`config.mk`:
```
export PLATFORM = sky130hd
export DESIGN_NAME = program_loader
export DESIGN_NICKNAME = d
export VERILOG_FILES = /design/src/rtl/program_loader_pkg.sv /design/src/rtl/loader_checksum.sv /design/src/rtl/program_loader.sv
export SDC_FILE = /design/constraint.sdc
export NUM_CORES = 1
export LEC_CHECK = 0
export ABC_CLOCK_PERIOD_IN_PS = 3700
export CAP_MARGIN = 15
export CELL_PAD_IN_SITES_DETAIL_PLACEMENT = 2
export CELL_PAD_IN_SITES_GLOBAL_PLACEMENT = 2
export CORE_ASPECT_RATIO = 0.75
export CORE_MARGIN = 5
export CORE_UTILIZATION = 35
export DETAILED_ROUTE_END_ITERATION = 7
export PLACE_DENSITY_LB_ADDON = 0.1
export SYNTH_ARGS = -nofsm -noshare
export SYNTH_HDL_FRONTEND = slang
export SYNTH_SLANG_ARGS = --single-unit
```
`constraint.sdc`:
```
create_clock -name clk -period 3.7 [get_ports clk]
set_input_delay 0.555 -clock clk [delete_from_list [all_inputs] [get_ports clk]]
set_output_delay 0.555 -clock clk [all_outputs]
set_load 0.02 [all_outputs]
```
`src/rtl/program_loader_pkg.sv`:
```
// Shared definitions for the instruction-memory program loader:
// FSM state encoding, error codes and default widths.
package program_loader_pkg;

    // Default geometry: 256 x 8-bit instruction words.
    localparam int ADDR_W_DEF = 8;
    localparam int DATA_W_DEF = 8;

    // Loader FSM states, 3-bit encoding.
    typedef enum logic [2:0] {
        ST_IDLE   = 3'd0,
        ST_LOAD   = 3'd1,
        ST_VERIFY = 3'd2,
        ST_DRAIN  = 3'd3,
        ST_DONE   = 3'd4,
        ST_ERROR  = 3'd5
    } state_t;

    // Values reported on err_code.
    localparam logic [1:0] ERR_NONE = 2'd0;  // no error
    localparam logic [1:0] ERR_LEN  = 2'd1;  // load_len of 0 or larger than the memory
    localparam logic [1:0] ERR_SUM  = 2'd2;  // readback or image checksum mismatch

endpackage : program_loader_pkg

```
`src/rtl/loader_checksum.sv`:
```
// Running modulo-2**DATA_W sum with synchronous clear and enable.
// Used once for the write-side sum and once for the readback sum.
module loader_checksum
    import program_loader_pkg::*;
#(
    parameter int DATA_W = DATA_W_DEF
) (
    input  logic              clk,
    input  logic              reset,
    input  logic              clear,
    input  logic              enable,
    input  logic [DATA_W-1:0] din,
    output logic [DATA_W-1:0] sum
);

    logic [DATA_W-1:0] sum_next;

    // Next sum: clear wins over accumulate; the adder wraps silently.
    always_comb begin
        // NOTE: every variable assigned here gets a default first, so no path leaves it unassigned and no latch is inferred.
        sum_next = sum;
        if (clear) begin
            sum_next = '0;
        end else if (enable) begin
            sum_next = sum + din;
        end
    end

    // Sum register, cleared asynchronously by reset.
    always_ff @(posedge clk or negedge reset) begin
        // NOTE: sequential state uses non-blocking assignments so every register samples pre-edge values.
        if (!reset) begin
            sum <= '0;
        end else begin
            sum <= sum_next;
        end
    end

endmodule : loader_checksum

```
`src/rtl/program_loader.sv`:
```
// Program loader: streams an image into the instruction RAM, reads it back,
// checks both sums against the host's expected sum, and only then releases
// the microprocessor from reset.
module program_loader
    import program_loader_pkg::*;
#(
    parameter int ADDR_W = ADDR_W_DEF,
    parameter int DATA_W = DATA_W_DEF,
    parameter int DEPTH  = 256
) (
    input  logic              clk,
    input  logic              reset,
    input  logic              load_start,
    input  logic [ADDR_W:0]   load_len,
    input  logic [DATA_W-1:0] exp_sum,
    input  logic              in_valid,
    input  logic [DATA_W-1:0] in_data,
    output logic              in_ready,
    output logic              mem_we,
    output logic              mem_re,
    output logic [ADDR_W-1:0] mem_addr,
    output logic [DATA_W-1:0] mem_wdata,
    input  logic [DATA_W-1:0] mem_rdata,
    output logic              cpu_hold,
    output logic              busy,
    output logic              done,
    output logic              error,
    output logic [1:0]        err_code
);

    // Counters are one bit wider than the address so a full-depth length fits.
    localparam logic [ADDR_W:0] DEPTH_W = (ADDR_W+1)'(DEPTH);
    localparam logic [ADDR_W:0] ONE     = (ADDR_W+1)'(1);

    state_t            state;
    state_t            state_next;
    logic [ADDR_W:0]   len_q;
    logic [DATA_W-1:0] exp_q;
    logic [ADDR_W:0]   wr_cnt;
    logic [ADDR_W:0]   rd_cnt;
    logic              rd_valid;
    logic [1:0]        err_q;
    logic [DATA_W-1:0] wsum;
    logic [DATA_W-1:0] rsum;
    logic [DATA_W-1:0] rsum_final;

    logic start_seen;
    logic len_bad;
    logic start_ok;
    logic start_bad;
    logic beat;
    logic last_wr;
    logic last_rd;
    logic sum_ok;

    // load_start only counts in the resting states; elsewhere it is ignored.
    assign start_seen = load_start &&
                        (state == ST_IDLE || state == ST_DONE || state == ST_ERROR);
    assign len_bad    = (load_len == '0) || (load_len > DEPTH_W);
    assign start_ok   = start_seen && !len_bad;
    assign start_bad  = start_seen && len_bad;

    // A write beat is the stream handshake while loading (in_ready is 1 throughout LOAD).
    assign beat    = (state == ST_LOAD) && in_valid;
    assign last_wr = beat && (wr_cnt == len_q - ONE);
    assign last_rd = (state == ST_VERIFY) && (rd_cnt == len_q - ONE);

    // In DRAIN the final read beat is on mem_rdata but not yet in rsum,
    // so the comparison folds it in directly.
    assign rsum_final = rsum + mem_rdata;
    assign sum_ok     = (rsum_final == wsum) && (wsum == exp_q);

    assign err_code = err_q;

    // Write-side sum of every accepted stream byte.
    loader_checksum #(.DATA_W(DATA_W)) u_wsum (
        .clk    (clk),
        .reset  (reset),
        .clear  (start_ok),
        .enable (beat),
        .din    (in_data),
        .sum    (wsum)
    );

    // Readback sum, fed one cycle after each read is issued.
    loader_checksum #(.DATA_W(DATA_W)) u_rsum (
        .clk    (clk),
        .reset  (reset),
        .clear  (start_ok),
        .enable (rd_valid),
        .din    (mem_rdata),
        .sum    (rsum)
    );

    // State register.
    always_ff @(posedge clk or negedge reset) begin
        if (!reset) begin
            state <= ST_IDLE;
        end else begin
            state <= state_next;
        end
    end

    // Next-state decode and all memory/status outputs.
    always_comb begin
        state_next = state;
        in_ready   = 1'b0;
        mem_we     = 1'b0;
        mem_re     = 1'b0;
        mem_addr   = '0;
        mem_wdata  = '0;
        busy       = 1'b0;
        done       = 1'b0;
        error      = 1'b0;
        cpu_hold   = 1'b1;
        case (state)
            ST_IDLE, ST_DONE, ST_ERROR: begin
                done     = (state == ST_DONE);
                error    = (state == ST_ERROR);
                cpu_hold = (state != ST_DONE);
                if (start_bad) begin
                    state_next = ST_ERROR;
                end else if (start_ok) begin
                    state_next = ST_LOAD;
                end
            end
            ST_LOAD: begin
                busy     = 1'b1;
                in_ready = 1'b1;
                mem_addr = wr_cnt[ADDR_W-1:0];
                if (beat) begin
                    mem_we    = 1'b1;
                    mem_wdata = in_data;
                end
                if (last_wr) begin
                    state_next = ST_VERIFY;
                end
            end
            ST_VERIFY: begin
                busy     = 1'b1;
                mem_re   = 1'b1;
                mem_addr = rd_cnt[ADDR_W-1:0];
                if (last_rd) begin
                    state_next = ST_DRAIN;
                end
            end
            ST_DRAIN: begin
                busy       = 1'b1;
                state_next = sum_ok ? ST_DONE : ST_ERROR;
            end
            default: begin
                state_next = ST_IDLE;
            end
        endcase
    end

    // Counters, latched job parameters, read-valid pipe and error code.
    always_ff @(posedge clk or negedge reset) begin
        // NOTE: reset clears only the loader's own registers; the instruction RAM is external and keeps whatever it holds.
        if (!reset) begin
            len_q    <= '0;
            exp_q    <= '0;
            wr_cnt   <= '0;
            rd_cnt   <= '0;
            rd_valid <= 1'b0;
            err_q    <= ERR_NONE;
        end else begin
            rd_valid <= mem_re;
            if (start_ok) begin
                len_q  <= load_len;
                exp_q  <= exp_sum;
                wr_cnt <= '0;
                rd_cnt <= '0;
                err_q  <= ERR_NONE;
            end else begin
                if (start_bad) begin
                    err_q <= ERR_LEN;
                end
                if (beat) begin
                    wr_cnt <= wr_cnt + ONE;
                end
                // Stop at len-1 so a full-depth read never steps past DEPTH-1.
                if (state == ST_VERIFY && !last_rd) begin
                    rd_cnt <= rd_cnt + ONE;
                end
                if (state == ST_DRAIN && !sum_ok) begin
                    err_q <= ERR_SUM;
                end
            end
        end
    end

endmodule : program_loader

```
---- Word-level counts from Yosys, hierarchy flattened ----
Cells that the tools add are included.
operators by class
  multiplexer cells ....................... 28
  order comparisons ....................... 1
  eq/ne operators ......................... 13
  add/sub/neg operators ................... 5
  reduce and logical (&&, ||, !) cells .... 24
operator list
  cell                                                  number
  two-way mux 8 bit                                     6
  two-way mux 9 bit                                     4
  adder 9 x 1 -> 9 bit (second input constant)          2
  equality test 9 bit                                   2
  adder 8 bit                                           2
  equality test 8 bit                                   2
  case mux 8 bit (2 select lines)                       1
  two-way mux 3 bit                                     4
  case mux 3 bit (4 select lines)                       1
  > comparator 9 bit (second input constant)            1
  logical AND 1 bit                                     9
  logical NOT 9 bit                                     1
  two-way mux 1 bit                                     9
  subtractor 9 x 1 -> 9 bit (second input constant)     1
  equality test 3 x 2 -> 1 bit (second input constant)  2
  equality test 3 bit (second input constant)           2
  two-way mux 2 bit                                     3
  != test 3 bit (second input constant)                 2
  nonzero test 2 bit                                    3
  OR reduction 3 bit                                    2
  != test 2 bit (second input constant)                 2
  equality test 3 x 1 -> 1 bit (second input constant)  1
  logical NOT 1 bit                                     3
  logical NOT 3 bit                                     1
  3 further kinds                                       5
word-level totals
  output and inout port bits .............. 25
  flip-flop bits (word level) ............. 57
  input bits .............................. 37

---- Depth between registers and ports, before layout ----
  depth in word-level cells ............... 8
  gate-level depth with buffers ........... 10

---- Cells and area by module ----
Synthesis repeated with hierarchy kept, for this count alone.
unflattened totals
  cell total of the unflattened synthesis .. 466
  area total of the unflattened synthesis .. 4,169.0 um2
modules (own cells, without submodules)
  module           area an instance (um2)  cells an instance  times used
  program_loader   2,875.3                 334                1
  loader_checksum  646.9                   66                 2

---- Worst setup path after synthesis ----
Ideal clock, no wire load.
  path type ............................... input to register
  start ................................... input port mem_rdata[0]
  end ..................................... register state[0]
  setup slack ............................. 1.009 ns
  data arrival time ....................... 2.560 ns
  cell stages on the path ................. 9
  buffers on the path ..................... 0
  required time ........................... 3.569 ns
  cell sequence ........................... ha_1 -> fa_1 -> or3_1 -> a22oi_1 -> nand4_1 -> nor4_1 -> o2111ai_1 -> a211oi_1 -> mux2i_1
on the way
  longest elaborated chain between the ends .. 5
RTL lines
  item                             line                   text
  start: declaration               program_loader.sv:23   input logic [DATA_W-1:0] mem_rdata,
  adder 8 bit                      program_loader.sv:70   assign rsum_final = rsum + mem_rdata;
  equality test 8 bit              program_loader.sv:71   assign sum_ok = (rsum_final == wsum) && (wsum == exp_q);
  logical AND 1 bit                program_loader.sv:71
  two-way mux 1 bit                program_loader.sv:149  state_next = sum_ok ? ST_DONE : ST_ERROR;
  case mux 3 bit (4 select lines)  program_loader.sv:116  case (state)
  end signal: assignment           program_loader.sv:100  state <= state_next;
  end: declaration                 program_loader.sv:35   state_t state;
Every way passes these cells.
A chain may end at the register's enable or synchronous reset.

---- Worst setup path after layout ----
  start ................................... register len_q[0]
  end ..................................... register state[0]
on the way
  longest elaborated chain between the ends .. 5
  elaborated cells on any way between the ends .. 8
  classes of those cells .................. add/sub: 1; eq/ne: 4; reduce/logical: 3
RTL lines
  item                                           line                                        text
  start: declaration                             program_loader.sv:37                        logic [ADDR_W:0] len_q;
  start signal: assignment                       program_loader.sv:170                       len_q <= load_len;
  subtractor 9 x 1 -> 9 bit (*)                  program_loader.sv:65, program_loader.sv:66
  equality test 9 bit, on equally long branches  program_loader.sv:66, program_loader.sv:65
  logical AND 1 bit, on equally long branches    program_loader.sv:66, program_loader.sv:65
  != test 2 bit (no line)                        --
  AND reduction 3 bit (no line) (*)              --
Mark *: on every way between the ends. The rest lies on a longest branch, timed or not.

==> flow_metrics.py <==
metrics = {
    "power": {
        "switching_share_pct": 42.8,
        "power_density_nw_per_um2": 647,
        "p_leak_nw": 2.25,
        "p_comb_share_pct": 44.1,
        "intPower_w": 0.00188,
        "p_sw_w": 0.00140,
        "pwr-share-seq_pct": 32.0,
        "pwr-share-clk_pct": 23.9,
        "peakVddDrop_mv": 0.220,
    },
    "place": {
        "hpwl_um": 10900,
        "place_area_sq_um": 4790,
        "place_congestion": 0.846,
        "port_buffers": 61,
    },
    "sta": {
        "clock_skew_ns": 0.00463,
        "period_minus_slack_ns": 3.17,
        "slew-limit-headroom_pct": 35.8,
        "hold_violations": 0,
        "finalCritPeriodShare_pct": 85.7,
        "fin_setup_tns_ns": 0,
        "setup_viol": 0,
        "fmax_mhz": 315,
        "worstMarginPinSlew_ns": 0.963,
        "grt_setup_unrepaired": "false",
        "maxSlewViolCount": 0,
    },
    "floorplan": {
        "ioPinCount": 62,
        "core_region_area_sq_um": 11400,
        "die_y_um": 103,
        "num_rows": 34,
        "dieArea_sq_um": 13800,
        "start_util_pct": 35.3,
        "die_w_um": 134,
    },
    "global_routing": {
        "grt_pass1_wl_um": 23500,
        "grt_max_degree": 40,
        "grt-ovfl-total": 0,
        "antenna_found_initial": 0,
        "grtUsageTotal_pct": 22.2,
        "grt_pass1_vias": 4176,
    },
    "detailed_routing": {
        "wire_per_inst_um": 21.7,
        "drc": 0,
        "viasPerCell": 5.65,
        "routed_wl_um": 14600,
        "ant_nets": 0,
        "vias": 3817,
        "drt_iter0_drc": 166,
        "drt_pass1_iterations": 4,
    },
    "synthesis": {
        "synth.avg_cell_area_sq_um": 8.58,
        "syn_inst": 470,
        "ys_warn_count": 0,
        "synthArstFlopShare_pct": 100,
        "synth_nets": 526,
        "synth_edf_count": 0,
        "netlist-cell-type-count": 55,
        "synth_flop_cell": "dfrtp_1",
        "syn_area_sq_um": 4030,
        "synth_seq_area_share_pct": 35.4,
        "ys_ff_latch": 57,
    },
    "run": {
        "cap_violations": 0,
    },
    "layout": {
        "fin_nets": 583,
        "final_area_sq_um": 5060,
        "diodes": 0,
        "drive_above_1_share_pct": 6.78,
        "mostFrequentLayoutCells": "nand2_1, clkdlybuf4s50_1, dfrtp_1, nor2_1, xor2_1",
        "area_growth_pct": 25.6,
        "final_common_cell": "nand2_1",
    },
    "clocking": {
        "cts_root_buf": "clkbuf_16",
        "numClockSinks": 57,
        "clock_latency_ns": 0.34,
        "cts_tree": "built",
        "cts_buffers": 9,
        "clock_path_buffers": 2,
        "postCtsSetupBuffers": 0,
        "cts_hold_buffers": 0,
        "path_clk_slew_ns": 0.05,
        "post_cts_resized": 0,
        "htreeDepth": 3,
    },
    "critical_path": {
        "criticalPathCategory": "reg2reg",
        "cp_slowest_cell": "dfrtp_1",
        "max_stage_delay_ns": 0.49,
        "cp_max_fo": 12,
        "cp_cell_sequence": "inv_1 > ha_1 > nor3b_2 > a22oi_1 > nor4_1 > nand4_1 > o21ai_0 > buf_4 > a21boi_0 > mux2i_1",
        "cp_data_required_time_ns": 3.96,
        "startpoint_type": "register",
        "end_kind": "register",
        "worstPathArrival_ns": 3.43,
    },
    "worst_hold_path": {
        "hp-class": "in2async",
    },
    "run_status": {
        "status": "finished, final reports clean",
    },
}
power by group through the flow:
stage	registers, W	clock network (W)	logic (W)
after global routing	0.00107	0.000831	0.00160
after CTS	0.00105	0.000800	0.00146
after floorplan	0.000935	0	0.000989
after detailed placement	0.00105	0	0.00143
final	0.00105	0.000782	0.00145
after global placement	0.00104	0	0.00137
cells by family after synthesis:
group,synth area share [%]
and+or+nand+nor,23.6
AOI/OAI and AO/OA,17.2
adders and majority gates,6.27
DFF,35.4
muxes,2.76
xor gates and xnor gates,10.5
buffers and inverters,4.37
registers in the layout, summed over array words and instances (netlist names):
name,cells
len_q,9
exp_q,8
rd_valid,1
err_code,2
rd_cnt,9
u_wsum.sum,8
u_rsum.sum,8
state,3
wr_cnt,9
cell type report:
cell class,count,area (sq um)
fill,1262,6380
multi-input combinational,369,2430
clock buffer,10,239
inverter,18,67.6
clock inverter,5,32.5
timing repair buffer,72,688
tap,144,180
sequential,57,1430
synth_stat cells (all sizes together), types with 8 or more instances:
cell | n | area, sq um
clkbuf | 17 | 63.8
xnor2 | 16 | 140
dfrtp | 57 | 1430
ha | 17 | 213
nor2 | 28 | 113
nor3 | 11 | 60.1
buf | 9 | 45.0
nand3 | 16 | 80.1
a22o | 9 | 78.8
nand2 | 71 | 267
nand4 | 8 | 50.1
mux2i | 10 | 100
a21oi | 21 | 105
inv | 18 | 67.6
and2 | 12 | 75.1
o21ai | 24 | 120
xor2 | 27 | 236
path summary, 6_finish.rpt:
| kind | startpoint | to | slack (ns) | depth (start not counted) |
|---|---|---|---|---|
| setup / recovery | len_q[0] | state[0] | 0.53 | 10 |
| max in group asynchronous | reset | exp_q[5] | 2.50 | 2 |
| hold / removal | reset | wr_cnt[6] | 0.37 | 1 |
| min in group clk | exp_q[1] | exp_q[1] | 0.51 | 2 |
| hold reg to reg | exp_q[1] | exp_q[1] | 0.51 | 2 |
| setup reg to reg | len_q[0] | state[0] | 0.53 | 10 |
metrics by stage:
step	power (W)	util (%)	hold WS, ns	instances	setup slack [ns]
6_report	0.00328	44.3	0.370	675	0.530
5_1_grt	0.00351	44.3	0.445	675	0.307
4_1_cts	0.00330	44.3	0.401	675	0.497
3_5_place_dp	0.00249	41.9	0.504	660	0.177
3_3_place_gp	0.00241	41.9	0.477	660	0.367
2_1_floorplan	0.00192	-	0.259	470	1.01
layer usage:
metal	up-vias	share of wire (%)	global-route usage (%)
li1	1781	-	-
met1	1954	51	32.0
met2	68	44	34.3
met3	14	4.9	5.80
met4	0	0.96	3.64
met5	-	0	0
worst max-delay path, delay by kind of cell (launching register included):
kind                     cells  cell delay [ns]
multiplexers                 1             0.23
buffers and inverters        2             0.34
adder cells (fa/ha/maj)      1             0.26
AO/OA/AOI/OAI                3             0.69
flip-flops                   1             0.49
AND/OR/NAND/NOR              3             1.07
No activity file was read; power rests on OpenSTA's default activity.
